File: src/rtl/tone_voice_sequencer.sv
// Time-multiplexed phase-accumulator scheduler: one shared adder walks every voice once per
// sample_tick, applies hard-sync, and streams per-voice slots; config writes commit between frames.
module tone_voice_sequencer #(
  parameter int VOICES           = 4,
  parameter int FREQ_BITS        = 16,
  parameter int PULSEWIDTH_BITS  = 12,
  parameter int ACCUMULATOR_BITS = 24,
  localparam int VW = $clog2(VOICES)
) (
  input  logic                        main_clk,
  input  logic                        rst_n,
  input  logic                        sample_tick,
  input  logic                        cfg_wr,
  input  logic [VW-1:0]               cfg_voice,
  input  logic [1:0]                  cfg_addr,
  input  logic [15:0]                 cfg_data,
  output logic                        cfg_ready,
  output logic                        slot_valid,
  output logic [VW-1:0]               slot_voice,
  output logic [ACCUMULATOR_BITS-1:0] slot_acc,
  output logic [PULSEWIDTH_BITS-1:0]  slot_pw,
  output logic [5:0]                  slot_ctrl,
  output logic                        slot_ring_src,
  output logic                        frame_done,
  output logic                        overrun
);
  localparam int A = ACCUMULATOR_BITS;
  localparam logic [VW-1:0] LAST = VW'(VOICES - 1);

  typedef enum logic {IDLE, RUN} state_e;

  state_e              state_q, state_d;
  logic [VW-1:0]       idx_q, idx_d, prev_idx;
  logic                commit, step, cfg_accept, sync_hit;
  logic [A:0]          sum;

  logic                pend_q;
  logic [VW-1:0]       pend_voice_q;
  logic [1:0]          pend_addr_q;
  logic [15:0]         pend_data_q;

  logic [A-1:0]                 acc_q  [VOICES];
  logic                         ovf_q  [VOICES];
  logic [FREQ_BITS-1:0]         freq_q [VOICES];
  logic [PULSEWIDTH_BITS-1:0]   pw_q   [VOICES];
  logic [5:0]                   ctrl_q [VOICES];

  logic                         slot_valid_q, frame_done_q, overrun_q, ring_q;
  logic [VW-1:0]                slot_voice_q;
  logic [A-1:0]                 slot_acc_q;
  logic [PULSEWIDTH_BITS-1:0]   slot_pw_q;
  logic [5:0]                   slot_ctrl_q;

  always_comb begin
    state_d = state_q;
    idx_d   = idx_q;
    commit  = 1'b0;
    step    = 1'b0;
    case (state_q)
      IDLE: begin
        // Commit and tick may coincide; the frame then sees the committed value.
        commit = pend_q;
        if (sample_tick) begin
          state_d = RUN;
          idx_d   = '0;
        end
      end
      RUN: begin
        step = 1'b1;
        if (idx_q == LAST) begin
          state_d = IDLE;
          idx_d   = '0;
        end else begin
          idx_d = idx_q + 1'b1;
        end
      end
      default: state_d = IDLE;
    endcase
  end

  assign prev_idx   = (idx_q == '0) ? LAST : idx_q - 1'b1;
  assign sum        = {1'b0, acc_q[idx_q]} + (A + 1)'(freq_q[idx_q]);
  assign sync_hit   = ctrl_q[idx_q][5] && ovf_q[prev_idx];
  assign cfg_accept = cfg_wr && !pend_q;

  always_ff @(posedge main_clk or negedge rst_n) begin
    if (!rst_n) begin
      state_q      <= IDLE;
      idx_q        <= '0;
      overrun_q    <= 1'b0;
      pend_q       <= 1'b0;
      pend_voice_q <= '0;
      pend_addr_q  <= '0;
      pend_data_q  <= '0;
    end else begin
      state_q <= state_d;
      idx_q   <= idx_d;
      if (sample_tick && state_q == RUN) overrun_q <= 1'b1;
      if (cfg_accept) begin
        pend_q       <= 1'b1;
        pend_voice_q <= cfg_voice;
        pend_addr_q  <= cfg_addr;
        pend_data_q  <= cfg_data;
      end else if (commit) begin
        pend_q <= 1'b0;
      end
    end
  end

  always_ff @(posedge main_clk or negedge rst_n) begin
    if (!rst_n) begin
      for (int v = 0; v < VOICES; v++) begin
        freq_q[v] <= '0;
        pw_q[v]   <= '0;
        ctrl_q[v] <= '0;
      end
    end else if (commit) begin
      case (pend_addr_q)
        2'd0:    freq_q[pend_voice_q] <= FREQ_BITS'(pend_data_q);
        2'd1:    pw_q[pend_voice_q]   <= PULSEWIDTH_BITS'(pend_data_q);
        2'd2:    ctrl_q[pend_voice_q] <= 6'(pend_data_q);
        default: ;
      endcase
    end
  end

  always_ff @(posedge main_clk or negedge rst_n) begin
    if (!rst_n) begin
      for (int v = 0; v < VOICES; v++) begin
        acc_q[v] <= '0;
        ovf_q[v] <= 1'b0;
      end
    end else if (step) begin
      acc_q[idx_q] <= sync_hit ? '0 : sum[A-1:0];
      ovf_q[idx_q] <= sync_hit ? 1'b0 : sum[A];
    end
  end

  // Slot outputs hold their last value between slots; only slot_valid/frame_done pulse.
  always_ff @(posedge main_clk or negedge rst_n) begin
    if (!rst_n) begin
      slot_valid_q <= 1'b0;
      frame_done_q <= 1'b0;
      slot_voice_q <= '0;
      slot_acc_q   <= '0;
      slot_pw_q    <= '0;
      slot_ctrl_q  <= '0;
      ring_q       <= 1'b0;
    end else begin
      slot_valid_q <= step;
      frame_done_q <= step && (idx_q == LAST);
      if (step) begin
        slot_voice_q <= idx_q;
        slot_acc_q   <= sync_hit ? '0 : sum[A-1:0];
        slot_pw_q    <= pw_q[idx_q];
        slot_ctrl_q  <= ctrl_q[idx_q];
        ring_q       <= acc_q[prev_idx][A-1];
      end
    end
  end

  assign cfg_ready     = !pend_q;
  assign slot_valid    = slot_valid_q;
  assign slot_voice    = slot_voice_q;
  assign slot_acc      = slot_acc_q;
  assign slot_pw       = slot_pw_q;
  assign slot_ctrl     = slot_ctrl_q;
  assign slot_ring_src = ring_q;
  assign frame_done    = frame_done_q;
  assign overrun       = overrun_q;

endmodule

File: config.mk
export PLATFORM = sky130hd
export DESIGN_NAME = tone_voice_sequencer
export DESIGN_NICKNAME = d
export VERILOG_FILES = /design/src/rtl/tone_voice_sequencer.sv
export SDC_FILE = /design/constraint.sdc
export NUM_CORES = 1
export LEC_CHECK = 0
export CORE_MARGIN = 2
export CORE_UTILIZATION = 56
export DETAILED_ROUTE_END_ITERATION = 8
export PLACE_DENSITY = 0.75
export SLEW_MARGIN = 20
export SYNTH_ARGS = -nofsm -noshare
export SYNTH_HDL_FRONTEND = slang
export SYNTH_SLANG_ARGS = --single-unit
File: constraint.sdc
create_clock -name main_clk -period 4.6 [get_ports main_clk]
set_input_delay 1.38 -clock main_clk [delete_from_list [all_inputs] [get_ports main_clk]]
set_output_delay 1.38 -clock main_clk [all_outputs]
set_load 0.01 [all_outputs]
* After elaboration in Yosys (flattened, before gate mapping)
Index checks and enable logic that the tools add are counted.
** Word-level totals
- Bits in registers :: 308
- Input port bits :: 24
- Output and inout port bits :: 49
- Logic and storage cells :: 109
** Operators by class
- Add/sub/neg operators :: 3
- Order comparisons :: 5
- Equal/unequal tests :: 4
- Muxes and demuxes :: 46
- Bitwise logic cells :: 4
- Reduce and logical (&&, ||, !) cells :: 13
** Operators with widths (number)
- two-way mux 24 bit :: 6
- binary-select mux 24 bit (select 2 bit) :: 2
- bitwise mux 96 bit :: 1
- bitwise mux 64 bit :: 1
- bitwise mux 48 bit :: 1
- demux 24 bit (select 2 bit) :: 1
- two-way mux 16 bit :: 3
- two-way mux 12 bit :: 3
- binary-select mux 16 bit (select 2 bit) :: 1
- demux 16 bit (select 2 bit) :: 1
- adder 24 x 16 -> 25 bit :: 1
- binary-select mux 12 bit (select 2 bit) :: 1
- bitwise mux 24 bit :: 1
- demux 12 bit (select 2 bit) :: 1
- two-way mux 6 bit :: 3
- binary-select mux 6 bit (select 2 bit) :: 1
- demux 6 bit (select 2 bit) :: 1
- two-way mux 1 bit :: 10
- >= comparator 3 bit (second input constant) :: 3
- NOT 2 -> 3 bit :: 3
- logical AND 1 bit :: 6
- < comparator 3 x 1 -> 1 bit (second input constant) :: 2
- two-way mux 2 bit :: 3
- AND reduction 2 bit :: 3
- 14 further kinds :: 16

* Depth between registers and ports, before layout
- Word-level depth :: 9
- Gate-level depth with buffers :: 14
- Gate-level depth less buffers :: 10

* Least setup slack after synthesis
No wires, ideal clock.
- Kind :: flip-flop to flip-flop
- From :: register idx_q[0]
- To :: register ovf_q[0] (netlist bit)
- Library setup time :: 125 ps
- Data arrival time :: 3796 ps
- Data required time :: 4475 ps
- Setup slack :: 679 ps
- Stages on the path, launching flop included :: 14
- Path buffers :: 4
- Clock period less this slack :: 3921 ps
- Cells stage by stage :: dfrtp_1 > buf_6 > buf_2 > buf_2 > buf_2 > mux4_2 > ha_1 > a21oi_1 > nor2b_1 > o31a_1 > a211oi_1 > a21oi_1 > and4bb_1 > mux2_2
** On the way
- Word-level cells in the longest chain between the ends :: 9
- Elaborated cells between the ends (all ways) :: 26
- Classes of those cells :: 2 x add/sub; 2 x order compare; 17 x mux; 2 x bitwise; 3 x reduce/logical
** RTL lines
- from (decl) :: line 33 : logic [VW-1:0] idx_q, idx_d, prev_idx;
- from (signal assigned) :: line 97 : idx_q <= idx_d;
- parallel branches: the longest is 8 deep, another holds adder 24 x 16 -> 25 bit
- bitwise mux 4 bit * :: line 135 : ovf_q[idx_q] <= sync_hit ? 1'b0 : sum[A];
- to (signal, indexed assignment) :: line 135
- to (decl) :: line 43 : logic ovf_q [VOICES];
Mark *: on every way between the ends. The select of a mux whose other input is x is not followed.
A chain may end at the register's enable or synchronous reset.

* Worst setup path after layout
- From :: register idx_q[0]
- To :: register acc_q[40] (netlist bit)
** On the way
- Word-level cells in the longest chain between the ends :: 9
- Elaborated cells between the ends (all ways) :: 26
- Classes of those cells :: 2 x add/sub; 2 x order compare; 17 x mux; 2 x bitwise; 3 x reduce/logical
** RTL lines
- parallel branches: the longest is 8 deep, another holds adder 24 x 16 -> 25 bit
- bitwise mux 96 bit * :: line 134 : acc_q[idx_q] <= sync_hit ? '0 : sum[A-1:0];
- to (signal, indexed assignment) :: line 134
- to (decl) :: line 42 : logic [A-1:0] acc_q [VOICES];
Marks and branches as above.

==> impl_metrics.json <==
{
  "gp_congestion": 0.864,
  "tritoncts": "built",
  "required_ps": 5030,
  "whs_endpoint": "overrun$_DFFE_PN0P_",
  "end_kind": "register",
  "fmax_ghz": 0.246,
  "drive_gt1_frac": 0.306,
  "nNetsFinal": 1115,
  "vias": 8466,
  "clk_pin_slew_ps": 60,
  "crit_path_top_delay_cell": "dfrtp_4",
  "clock_latency_ps": 570,
  "seq_area_frac_synth": 0.557,
  "grt_pass1_wl_mm": 47.8,
  "leakage_nw": 7.18,
  "start_kind": "register",
  "grt_pass1_vias": 8849,
  "setup_viol": 0,
  "cts-hold-fix-buffers": 0,
  "cts_resized": 0,
  "grtUsageMet2": 0.390,
  "outcome": "finished clean",
  "port_buffers": 72,
  "ctsHtreeMaxLevel": 1,
  "root_buffer": "clkbuf_16",
  "met1_usage": 0.323,
  "path_cells": "buf_4 > mux4_2 > ha_1 > a21oi_1 > nor2_1 > o31a_1 > a211oi_1 > a21oi_1 > xnor2_1 > o31ai_1",
  "fin_crit_sh": 0.885,
  "die_w_um": 161,
  "hold-worst-slack_ps": 454,
  "via_per_inst": 5.97,
  "max_cap_violations": 0,
  "relSlewSlack": 0.375,
  "cp_max_fo": 20,
  "grt_busiest_layer": "met2",
  "antennaDiodeCount": 0,
  "worstMarginPinSlew_ps": 935,
  "ios": 73,
  "syn-num-nets": 1049,
  "initial_utilization": 0.569,
  "antenna_found_initial": 0,
  "dr.first_iter.drc_count": 439,
  "drc": 0,
  "cts_num_sinks": 308,
  "grt-ovfl-total": 0,
  "yosysTopAreaCell": "dfrtp_1",
  "clock_skew_ps": 10.4,
  "max_stage_delay_ps": 630,
  "regToRegEndpoint": "acc_q[40]$_DFFE_PN0P_",
  "layout_common_cells": "dfrtp_1 (305), mux2_2 (194), nand2_1 (103), clkdlybuf4s50_1 (71), mux4_2 (60)",
  "critPathTopFamily": "compound AO/OA/AOI/OAI gates",
  "finalHoldViolations": 0,
  "postCtsSetupBuffers": 0,
  "finalSetupTns_ps": 0,
  "min_from": "overrun$_DFFE_PN0P_",
  "final_common_cell": "dfrtp_1",
  "timing.final.crit_period_ps": 4070,
  "avgRoutedWirePerCell_um": 20.2,
  "grt_use_total": 0.230,
  "peakVddDrop_mv": 0.427,
  "slew_viol_final": 0,
  "synth-edff-count": 0,
  "syn-mean-instance-area_um2": 13.8,
  "routed_wl_mm": 28.6,
  "critPathMostFrequentCell": "a21oi_1",
  "drtPass1Iterations": 4,
  "core.rowCount": 57,
  "synth_cell_types": 51,
  "grt_max_degree": 119,
  "synth_ff_type": "dfrtp_1",
  "synth_area_leaders": "dfrtp_1 (56%), mux2_2 (16%), mux4_2 (9.8%)",
  "hold_depth": 1,
  "ys_seq_elements": 308,
  "ant_nets": 0,
  "clockBufferDepth": 3,
  "yosysWarnings": 0,
  "syn_inst": 1004,
  "cellPowerDensity_nw_per_um2": 759,
  "coreArea_um2": 24300,
  "rsz0062_at_grt": "false",
  "die_area_um2": 26000,
  "async_flop_share": 1.00,
  "crit_type": "register to register",
  "syn-cell-area_um2": 13800,
  "min_path_type": "register to register",
  "r2r-start": "idx_q[0]$_DFFE_PN0P_",
  "cts-buffers-inserted": 31,
  "crit_arrival_ps": 4500,
  "timing.critical_path.buf_inv": 1,
  "die_h_um": 161,
  "use_met3": 0.0300,
  "dp_hpwl_mm": 19.1,
  "yosysTopAreaCellShare": 0.557,
  "rr_worst_depth": 10,
  "area_delta_synth_final_pct": 15.1,
  "regToRegSetupSlack_ps": 530
}
## synthesized netlist by cell type (all sizes together) (2+ instances only)
master    n
a211oi    6
a21o      6
a21oi    20
a22o     26
a31oi     2
a41o      2
and2      2
and3      5
and4      3
buf      16
clkbuf   45
dfrtp   308
ha       20
inv       7
mux2    194
mux4     60
nand2   103
nand2b    3
nand3     7
nand4     2
nor2     29
nor2b     7
nor3      3
nor4b     2
o21a      2
o21ai    42
o31ai    47
xnor2     5
xor2     13
## cell type report
cell class / instances / area (um^2)
Fill cell: 1750 / 8390
Sequential cell: 308 / 7710
Inverter: 8 / 30.0
Clock inverter: 10 / 93.8
Timing Repair Buffer: 94 / 916
Clock buffer: 46 / 912
Multi-Input combinational cell: 627 / 5860
Tap cell: 324 / 405
## metal layers
metal	vias up	wire length, um
li1	3845	-
met1	4416	13000
met2	161	14100
met3	44	1010
met4	0	582
met5	-	0
## stage by stage
| step | worst slack [ps] | area, um^2 | util | power [mW] | cells |
|---|---|---|---|---|---|
| final | 530 | 15900 | 0.655 | 12.1 | 1417 |
| after global routing | 180 | 15900 | 0.655 | 12.9 | 1417 |
| after CTS | 565 | 15900 | 0.655 | 12.2 | 1417 |
| after detailed placement | 570 | 14900 | 0.614 | 9.66 | 1361 |
| after global placement | 628 | 14900 | 0.614 | 9.49 | 1361 |
| after floorplan | 679 | 13800 | - | 8.03 | 1004 |
## worst max path at each step
stage	start	endpoint	cells after the start
final	idx_q[0]$_DFFE_PN0P_	acc_q[40]$_DFFE_PN0P_	10
after global routing	idx_q[0]$_DFFE_PN0P_	acc_q[68]$_DFFE_PN0P_	10
after CTS	idx_q[0]$_DFFE_PN0P_	ovf_q[0]$_DFFE_PN0P_	10
after detailed placement	idx_q[0]$_DFFE_PN0P_	ovf_q[0]$_DFFE_PN0P_	10
after global placement	idx_q[0]$_DFFE_PN0P_	acc_q[44]$_DFFE_PN0P_	11
after floorplan	idx_q[0]$_DFFE_PN0P_	ovf_q[0]$_DFFE_PN0P_	13
## cells by family (layout without fill, tap and decap cells)
| group | count (synthesis) | count (layout) | synth area share |
|---|---|---|---|
| XOR/XNOR | 18 | 18 | 0.0114 |
| adder cells (fa/ha/maj) | 21 | 21 | 0.0195 |
| multiplexers | 254 | 254 | 0.255 |
| AO/OA/AOI/OAI | 163 | 163 | 0.0819 |
| flip-flops | 308 | 308 | 0.557 |
| buffers and inverters | 69 | 158 | 0.0204 |
| AND/OR/NAND/NOR | 171 | 171 | 0.0545 |
## power by group
group	internal, mW	switching, mW	total [mW]
Sequential	3.76	0.804	4.56
Clock	1.43	1.06	2.49
Combinational	2.48	2.57	5.05
## worst reg2reg max path: stages (launching register included)
cell and delay [ps]:
dfrtp_4 630, buf_4 360, mux4_2 550, ha_1 340, a21oi_1 240, nor2_1 100, o31a_1 360, a211oi_1 600
a21oi_1 180, xnor2_1 440, o31ai_1 140
## flip-flops by register name, summed over array words and instances (netlist names), 2 cells and up
register,flops
acc_q,96
ctrl_q,24
freq_q,64
idx_q,2
ovf_q,4
pend_addr_q,2
pend_data_q,16
pend_voice_q,2
pw_q,48
slot_acc,24
slot_ctrl,6
slot_pw,12
slot_voice,2
(Power assumes the default switching activity.)
